## src/rtl/input_cond_pkg.sv

```systemverilog
// Shared constants for the input conditioner: default 50 MHz timing values,
// auto-repeat state encodings and a counter-width helper.
package input_cond_pkg;

    // Default timing at 50 MHz
    localparam int DEB_10MS   = 500000;
    localparam int HOLD_500MS = 25000000;
    localparam int RPT_100MS  = 5000000;

    // Auto-repeat sequencer states
    localparam logic [1:0] RPT_IDLE = 2'd0;
    localparam logic [1:0] RPT_HOLD = 2'd1;
    localparam logic [1:0] RPT_RPT  = 2'd2;

    // Width of a counter that must reach max(a,b)-1; never narrower than 1 bit
    function automatic int cnt_width(input int a, input int b);
        int m;
        m = (a > b) ? a : b;
        if (m < 2) m = 2;
        return $clog2(m);
    endfunction

endpackage

```

## src/rtl/input_conditioner_debounce_channel.sv

```systemverilog
// One conditioned input: two-flop synchroniser, optional polarity inversion,
// debounce counter and single-cycle rise/fall pulses on the debounced level.
module debounce_channel
    import input_cond_pkg::*;
#(
    parameter int DEB_CYCLES = DEB_10MS,
    parameter bit RESET_LVL  = 1'b0,
    parameter bit INVERT     = 1'b0
) (
    input  logic clk,
    input  logic rst,
    input  logic i_pin,
    output logic o_level,
    output logic o_rise,
    output logic o_fall
);

    localparam int            CW       = cnt_width(DEB_CYCLES, 1);
    localparam logic [CW-1:0] DEB_LAST = CW'(DEB_CYCLES - 1);

    logic          r_sync1;
    logic          r_sync2;
    logic          r_stable;
    logic          r_stable_q;
    logic [CW-1:0] r_cnt;
    logic          w_sample;

    // Metastability guard; resets to the pin's idle level so release of reset is quiet
    always_ff @(posedge clk) begin
        if (rst) begin
            r_sync1 <= RESET_LVL;
            r_sync2 <= RESET_LVL;
        end else begin
            r_sync1 <= i_pin;
            r_sync2 <= r_sync1;
        end
    end

    // Normalise polarity so 1 always means active after this point
    assign w_sample = r_sync2 ^ INVERT;

    // Accept a new level only after DEB_CYCLES consecutive disagreeing samples
    always_ff @(posedge clk) begin
        if (rst) begin
            r_stable <= 1'b0;
            r_cnt    <= '0;
        end else if (w_sample == r_stable) begin
            r_cnt <= '0;
        end else if (r_cnt == DEB_LAST) begin
            r_stable <= w_sample;
            r_cnt    <= '0;
        end else begin
            r_cnt <= r_cnt + 1'b1;
        end
    end

    // One-cycle-delayed copy of the debounced level for edge detection
    always_ff @(posedge clk) begin
        if (rst) r_stable_q <= 1'b0;
        else     r_stable_q <= r_stable;
    end

    assign o_level = r_stable;
    assign o_rise  = r_stable & ~r_stable_q;
    assign o_fall  = ~r_stable & r_stable_q;

endmodule

```

## src/rtl/input_conditioner.sv

```systemverilog
// Multi-channel switch/button front end: per-pin debounce with edge pulses and
// a per-key auto-repeat sequencer (press, first repeat after hold, then periodic).
module input_conditioner
    import input_cond_pkg::*;
#(
    parameter int N_SW           = 10,
    parameter int N_KEY          = 4,
    parameter int DEB_CYCLES     = DEB_10MS,
    parameter int KEY_ACTIVE_LOW = 1,
    parameter int REPEAT_EN      = 1,
    parameter int HOLD_CYCLES    = HOLD_500MS,
    parameter int REPEAT_CYCLES  = RPT_100MS
) (
    input  logic             clk,
    input  logic             rst,
    input  logic [N_SW-1:0]  SW,
    input  logic [N_KEY-1:0] KEY,
    output logic [N_SW-1:0]  SW_deb,
    output logic [N_SW-1:0]  SW_changed,
    output logic [N_KEY-1:0] KEY_down,
    output logic [N_KEY-1:0] KEY_pressed,
    output logic [N_KEY-1:0] KEY_released,
    output logic [N_KEY-1:0] KEY_repeat
);

    localparam int             RCW       = cnt_width(HOLD_CYCLES, REPEAT_CYCLES);
    localparam logic [RCW-1:0] HOLD_LAST = RCW'(HOLD_CYCLES - 1);
    localparam logic [RCW-1:0] RPT_LAST  = RCW'(REPEAT_CYCLES - 1);
    localparam bit             KEY_INV   = (KEY_ACTIVE_LOW != 0);

    logic [N_SW-1:0] w_sw_rise;
    logic [N_SW-1:0] w_sw_fall;

    // Slide switches: idle low, no inversion; any toggle reports a change
    for (genvar i = 0; i < N_SW; i++) begin : g_sw
        debounce_channel #(
            .DEB_CYCLES (DEB_CYCLES),
            .RESET_LVL  (1'b0),
            .INVERT     (1'b0)
        ) u_sw (
            .clk     (clk),
            .rst     (rst),
            .i_pin   (SW[i]),
            .o_level (SW_deb[i]),
            .o_rise  (w_sw_rise[i]),
            .o_fall  (w_sw_fall[i])
        );
    end

    assign SW_changed = w_sw_rise | w_sw_fall;

    // Push-buttons: idle at the released pin level, normalised to 1 = pressed
    for (genvar k = 0; k < N_KEY; k++) begin : g_key
        debounce_channel #(
            .DEB_CYCLES (DEB_CYCLES),
            .RESET_LVL  (KEY_INV),
            .INVERT     (KEY_INV)
        ) u_key (
            .clk     (clk),
            .rst     (rst),
            .i_pin   (KEY[k]),
            .o_level (KEY_down[k]),
            .o_rise  (KEY_pressed[k]),
            .o_fall  (KEY_released[k])
        );

        if (REPEAT_EN != 0) begin : g_rpt
            logic [1:0]     r_state;
            logic [RCW-1:0] r_rcnt;
            logic           w_term;

            // Terminal count of whichever timing phase the key is in
            always_comb begin
                w_term = 1'b0;
                case (r_state)
                    RPT_HOLD: w_term = (r_rcnt == HOLD_LAST);
                    RPT_RPT:  w_term = (r_rcnt == RPT_LAST);
                    default:  w_term = 1'b0;
                endcase
            end

            // Press fires immediately; release always wins over a coincident terminal count
            assign KEY_repeat[k] = (r_state == RPT_IDLE) ? KEY_pressed[k]
                                                         : (KEY_down[k] & w_term);

            // Hold/repeat sequencer: counter clears at every terminal count so it never wraps
            always_ff @(posedge clk) begin
                if (rst) begin
                    r_state <= RPT_IDLE;
                    r_rcnt  <= '0;
                end else if (!KEY_down[k]) begin
                    r_state <= RPT_IDLE;
                    r_rcnt  <= '0;
                end else begin
                    case (r_state)
                        RPT_IDLE: begin
                            if (KEY_pressed[k]) begin
                                r_state <= RPT_HOLD;
                                r_rcnt  <= '0;
                            end
                        end
                        RPT_HOLD: begin
                            if (w_term) begin
                                r_state <= RPT_RPT;
                                r_rcnt  <= '0;
                            end else begin
                                r_rcnt <= r_rcnt + 1'b1;
                            end
                        end
                        RPT_RPT: begin
                            if (w_term) r_rcnt <= '0;
                            else        r_rcnt <= r_rcnt + 1'b1;
                        end
                        default: begin
                            r_state <= RPT_IDLE;
                            r_rcnt  <= '0;
                        end
                    endcase
                end
            end
        end else begin : g_norpt
            assign KEY_repeat[k] = KEY_pressed[k];
        end
    end

endmodule

```

## config.mk

```make
export PLATFORM = sky130hd
export DESIGN_NAME = input_conditioner
export DESIGN_NICKNAME = d
export VERILOG_FILES = /design/src/rtl/input_cond_pkg.sv /design/src/rtl/input_conditioner_debounce_channel.sv /design/src/rtl/input_conditioner.sv
export SDC_FILE = /design/constraint.sdc
export NUM_CORES = 1
export LEC_CHECK = 0
export BUFFER_PORTS_ARGS = -buffer_cell sky130_fd_sc_hd__buf_2
export CAP_MARGIN = 40
export CORE_ASPECT_RATIO = 0.75
export CORE_MARGIN = 2
export CORE_UTILIZATION = 50
export DETAILED_ROUTE_END_ITERATION = 6
export PLACE_DENSITY = 0.72
export SYNTH_ARGS = -nofsm -noshare
export SYNTH_HDL_FRONTEND = slang
export SYNTH_HIERARCHICAL = 1
export SYNTH_SLANG_ARGS = --single-unit
export TNS_END_PERCENT = 10
```

## constraint.sdc

```tcl
create_clock -name clk -period 2.56 [get_ports clk]
set_clock_uncertainty 0.1 [all_clocks]
set_input_delay 0.128 -clock clk [delete_from_list [all_inputs] [get_ports clk]]
set_output_delay 0.128 -clock clk [all_outputs]
set_load 0.02 [all_outputs]
```

# Word level (Yosys, flattened, before mapping)

Index checks and enable logic that the tools add are counted.

Output and inout port bits: 36
Register bits: 430
Bits of input ports: 16

Reductions and logical operators: 44
Bitwise operators: 83
Muxes and demuxes: 32
Eq/ne operators: 52
Add/subtract/negate cells: 18

Operator list:

| cell                  | number |
|---|---|
| $add 19x1->19 const B | 14 |
| $eq 19x19->1 const B  | 14 |
| $mux 25               | 8 |
| $pmux 25 s2           | 4 |
| $add 25x1->25 const B | 4 |
| $eq 25x23->1 const B  | 4 |
| $eq 25x25->1 const B  | 4 |
| $not 1->1             | 50 |
| $reduce_or 3->1       | 14 |
| $and 1x1->1           | 32 |
| $reduce_and 2->1      | 14 |
| $pmux 2 s3            | 4 |
| $mux 2                | 8 |
| $reduce_or 2->1       | 8 |
| $eq 1x1->1            | 14 |
| $reduce_and 3->1      | 4 |
| $or 10x10->10         | 1 |
| $eq 2x1->1 const B    | 4 |
| $eq 2x2->1 const B    | 4 |
| $logic_not 2->1       | 4 |
| $ne 2x1->1 const B    | 4 |
| $ne 2x2->1 const B    | 4 |
| $pmux 1 s2            | 4 |
| $mux 1                | 4 |

# Longest topological paths before layout

Word-level depth: 4
Mapped depth: 9

# Modules after synthesis

The synthesis kept the hierarchy.

By module, submodules not included:

| module                                | instances | cells each | area each (um2) |
|---|---|---|---|
| debounce_channel (g_sw[0].u_sw ...)   | 10        | 110        | 1,006.0 |
| input_conditioner                     | 1         | 895        | 6,931.6 |
| debounce_channel (g_key[0].u_key ...) | 4         | 114        | 1,033.5 |

# Worst setup path after synthesis

OpenSTA, ideal clock, no wires.

Path type: flip-flop to output port
Start point: register g_key[1].g_rpt.r_state[0]
End point: output KEY_repeat[1]
Arrival: 2.220 ns
Path slack: 0.112 ns
Required time: 2.332 ns
Stages on the path, launching flop included: 9
Cells stage by stage: dfxtp_1 > inv_1 > ha_1 > clkbuf_1 > nor4bb_1 > and4_1 > o2111ai_1 > clkbuf_1 > o21ai_0

Cells in the longest elaborated chain, start to end: 4

Ends and longest elaborated chain:

| item                                            | line                    | source |
|---|---|---|
| start, declared                                 | input_conditioner.sv:68 | `logic [1:0] r_state;` |
| start signal, assigned                          | input_conditioner.sv:89 | `r_state <= RPT_IDLE;` |
| start signal, assigned                          | input_conditioner.sv:92 | `r_state <= RPT_IDLE;` |
| start signal, assigned                          | input_conditioner.sv:98 | `r_state <= RPT_HOLD;` |
| $eq 2x2->1 / $eq 2x1->1 (equally long branches) | input_conditioner.sv:75 | `case (r_state)` |
| $pmux 1 s2                                      | input_conditioner.sv:75 |  |
| $and 1x1->1                                     | input_conditioner.sv:84 | `: (KEY_down[k] & w_term);` |
| $mux 1 (*)                                      | input_conditioner.sv:83 | `assign KEY_repeat[k] = (r_state == RPT_IDLE) ? KEY_pressed[k]` |
| end, declared                                   | input_conditioner.sv:23 | `output logic [N_KEY-1:0] KEY_repeat` |

Mark *: on every way between the ends. The rest lies on a longest branch, timed or not.

# Final worst setup path

Start point: register g_key[2].g_rpt.r_state[0]
End point: output KEY_repeat[2]

Cells in the longest elaborated chain, start to end: 4

Ends and longest elaborated chain:

| item                                            | line |
|---|---|
| start, declared                                 | input_conditioner.sv:68 |
| start signal, assigned                          | input_conditioner.sv:89 |
| start signal, assigned                          | input_conditioner.sv:92 |
| start signal, assigned                          | input_conditioner.sv:98 |
| $eq 2x2->1 / $eq 2x1->1 (equally long branches) | input_conditioner.sv:75 |
| $pmux 1 s2                                      | input_conditioner.sv:75 |
| $and 1x1->1                                     | input_conditioner.sv:84 |
| $mux 1 (*)                                      | input_conditioner.sv:83 |

Marked as above.

==> flow_summary.yaml <==
synth:
  synthTopCellsByArea: "dfxtp_1 41%, xnor2_1 7.2%, nor2_1 5.6%, nand4_1 4.3%, nand3_1 3.5%"
  synth_enable_flop_cells: 0
  syn-num-nets: 2497
  yosysMostFrequentCell: "dfxtp_1"
  avgSynthCellArea_um2: 8.62
  yosysTopAreaCell: "dfxtp_1"
  synth_warnings: 6
  synth_area_mm2: 0.0211
  synthTopCellsByCount: "430 x dfxtp_1, 313 x nor2_1, 197 x nand2_1"
  synth.top_cell.area_share_pct: 40.7
  ys_seq_area_share_pct: 40.7
  synth.ff_latch_count: 430
  synth.distinct_cells: 74
  async_flop_share_pct: 0
  synth_flop_cell: "dfxtp_1"
  netlist_instances: 2451
routing:
  drt_first_iter_violations: 1816
  routed_wl_um: 46100
  drc: 0
  via_per_inst: 5.77
  drtAntennaViolNets: 0
  drt_pass1_iterations: 6
  wl_per_cell_um: 14.6
  vias: 18300
sta:
  drv_slew: 0
  finalSetupViolCount: 3
  rsz0062_at_grt: "true"
  period_minus_slack_ps: 2610
  min_period_over_period_pct: 102
  worst_pin_slew_ps: 911
  postLayoutSetupSlackWorst_ps: -54.6
  hold_violations: 0
  relSlewSlack_pct: 39.0
  max_freq_mhz: 382
setup_path:
  critPathKind: "reg2out"
  r2r-start: "g_key[2].g_rpt.r_state[0]"
  r2r_slack_ps: -40
  critical_path_required_ps: 2330
  reg2reg_depth: 14
  worst-path-buf-inv: 2
  critical_path.max_fanout: 5
  crit_path_end_kind: "output pin"
  crit_slowest_cell: "or4b_4"
  crit_path_start_kind: "flop"
  cp_slowest_stage_delay_ps: 500
  arrival_ps: 2390
  r2r_end: "g_key[2].g_rpt.r_state[0]"
  crit_chain: "inv_4 > ha_4 > or4b_4 > nor4_4 > o211ai_1 > nor2_1 > o21a_1 > buf_6"
  cp_top_family: "simple AND/OR/NAND/NOR gates"
power_and_ir_drop:
  power_density_mw_per_mm2: 545
  clockPowerShare_pct: 47.4
  combinationalPowerShare_pct: 1.1
  p_int_mw: 10.4
  p_sw_share_pct: 20.8
  power_leakage_nw: 7.36
  switchingPower_mw: 2.72
  seqPwrFrac_pct: 51.5
  ir_drop_mv: 0.460
global_routing:
  grt.overflow.total: 0
  grt.total_usage_pct: 20.9
  grt_pass1_vias: 16800
  antenna_found_initial: 0
  grt_pass1_wl_um: 79400
  grt_max_degree: 43
layout:
  fin_area_mm2: 0.0240
  num_antenna_cells: 0
  area_growth_syn_to_layout_pct: 13.6
  seq_area_mm2: 0.00862
  nets: 2609
  drive_gt1_share_pct: 14.1
  multi_input_area_mm2: 0.0119
  fillers: 3650
die:
  core_mm2: 0.0419
  ios: 52
  initial_core_util_pct: 50.4
  die_w_um: 241
  die_h_um: 182
  rows: 65
  design.die.area_mm2: 0.0439
clocking:
  cts_buffer_depth: 3
  insertion_delay_ps: 550
  htree_levels: 2
  clock_sinks: 430
  tritoncts: "yes"
  clk_pin_slew_worst_paths_ps: 60
  root_buffer: "clkbuf_16"
  cts_buffers: 44
worst_hold_path:
  hold_path.startpoint: "KEY[1]"
  hold-path-cell-count: 3
  hold_class: "in2reg"
  whs_endpoint: "g_key[1].u_key/r_sync1"
placed_design:
  postPlaceCellArea_mm2: 0.0221
  dp_hpwl_um: 30700
  pre_cts_ws_ps: 162
  port_buffers: 51
  place_congestion: 0.884
job:
  cap_violations: 0
outcome:
  violations: "setup timing"
  outcome: "complete, but fails checks"
[placed cells by master, fill, tap and decap left out, drive strengths merged, types with 76 or more instances in the layout]
cell   netlist  routed
dfxtp      430     430
nor2       313     313
nand2      197     197
xnor2      173     173
nand3      160     160
nand4      151     151
buf         33     129
nor4       100     100
nor3        91      91
inv         88      90
nor2b       79      79
a21oi       76      76
[state kept, by name (all words and copies together), names as in the netlist, 8 cells and up]
name,flops
g_key.g_rpt.r_state,8
g_sw.u_sw/o_level,10
g_sw.u_sw/r_sync1,10
g_sw.u_sw/r_cnt,190
g_key.u_key/r_cnt,76
g_key.g_rpt.r_rcnt,100
g_sw.u_sw/r_stable_q,10
g_sw.u_sw/r_sync2,10
[power groups by stage]
| stage | combinational [mW] | clock (mW) | sequential, mW |
|---|---|---|---|
| after floorplan | 0.0761 | 0 | 6.88 |
| after global placement | 0.127 | 0 | 6.88 |
| after detailed placement | 0.129 | 0 | 6.88 |
| after CTS | 0.150 | 6.39 | 6.73 |
| after global routing | 0.164 | 6.67 | 6.73 |
| final | 0.148 | 6.20 | 6.73 |
[worst max-delay path by stage]
stage | start | slack, ps | cells past startpoint | endpoint
floorplan | g_key[1].g_rpt.r_state[0] | 110 | 8 | KEY_repeat[1]
global placement | g_key[1].g_rpt.r_state[0] | 230 | 8 | g_key[1].g_rpt.r_rcnt[24]
detailed placement | g_key[1].g_rpt.r_state[0] | 160 | 7 | g_key[1].g_rpt.r_rcnt[10]
CTS | g_key[2].g_rpt.r_state[1] | -60 | 8 | KEY_repeat[2]
global route | g_key[2].g_rpt.r_state[0] | -180 | 8 | KEY_repeat[2]
finish | g_key[2].g_rpt.r_state[0] | -50 | 8 | KEY_repeat[2]
[tightest hold or removal path: stages]
cell	delay (ps)
dlygate4sd3_1	520
buf_2	90
or2_2	80
[cells by family (layout without fill, tap and decap cells)]
family,after synthesis,count (layout),synth area share [%]
compound gates,292,292,10.5
xor+xnor,208,208,8.62
fa+ha+maj,30,30,1.78
buf+inv,168,314,3.84
flops,430,430,40.7
mux,18,18,0.936
simple gates,1305,1305,33.6
[layout make-up]
class | instances | area share (%)
multi-input cells | 1853 | 49.6
inverters | 88 | 1.39
clock buffers | 64 | 5.32
repair buffers | 146 | 4.36
flip-flops and latches | 430 | 35.9
clock inverters | 16 | 0.469
well taps | 569 | 2.97
[repair_timing]
item,4_1_cts,5_1_grt
hold endpoints to repair,21,0
setup endpoints to repair,4,5
pin swaps,16,3
hold buffers,17,0
setup buffers,15,1
gates resized for setup,36,17
[per-stage QoR]
step	std cells	util [%]	total power [mW]	TNS (ps)	hold WS (ps)
floorplan	2451	-	6.95	0	99.6
global placement	3053	52.7	7.01	0	219
detailed placement	3053	52.7	7.01	0	219
CTS	3165	57.1	13.3	-148	169
global route	3166	57.3	13.6	-623	198
finish	3166	57.3	13.1	-113	194
[metal layers]
metal	track usage, %	share of wire (%)	up-vias
met2	32.3	44	461
met3	3.16	5.2	64
li1	-	-	9108
met4	5.73	1.6	0
met1	30.1	49	8626
met5	0	0	-
Power figures use the tool's default switching activity.
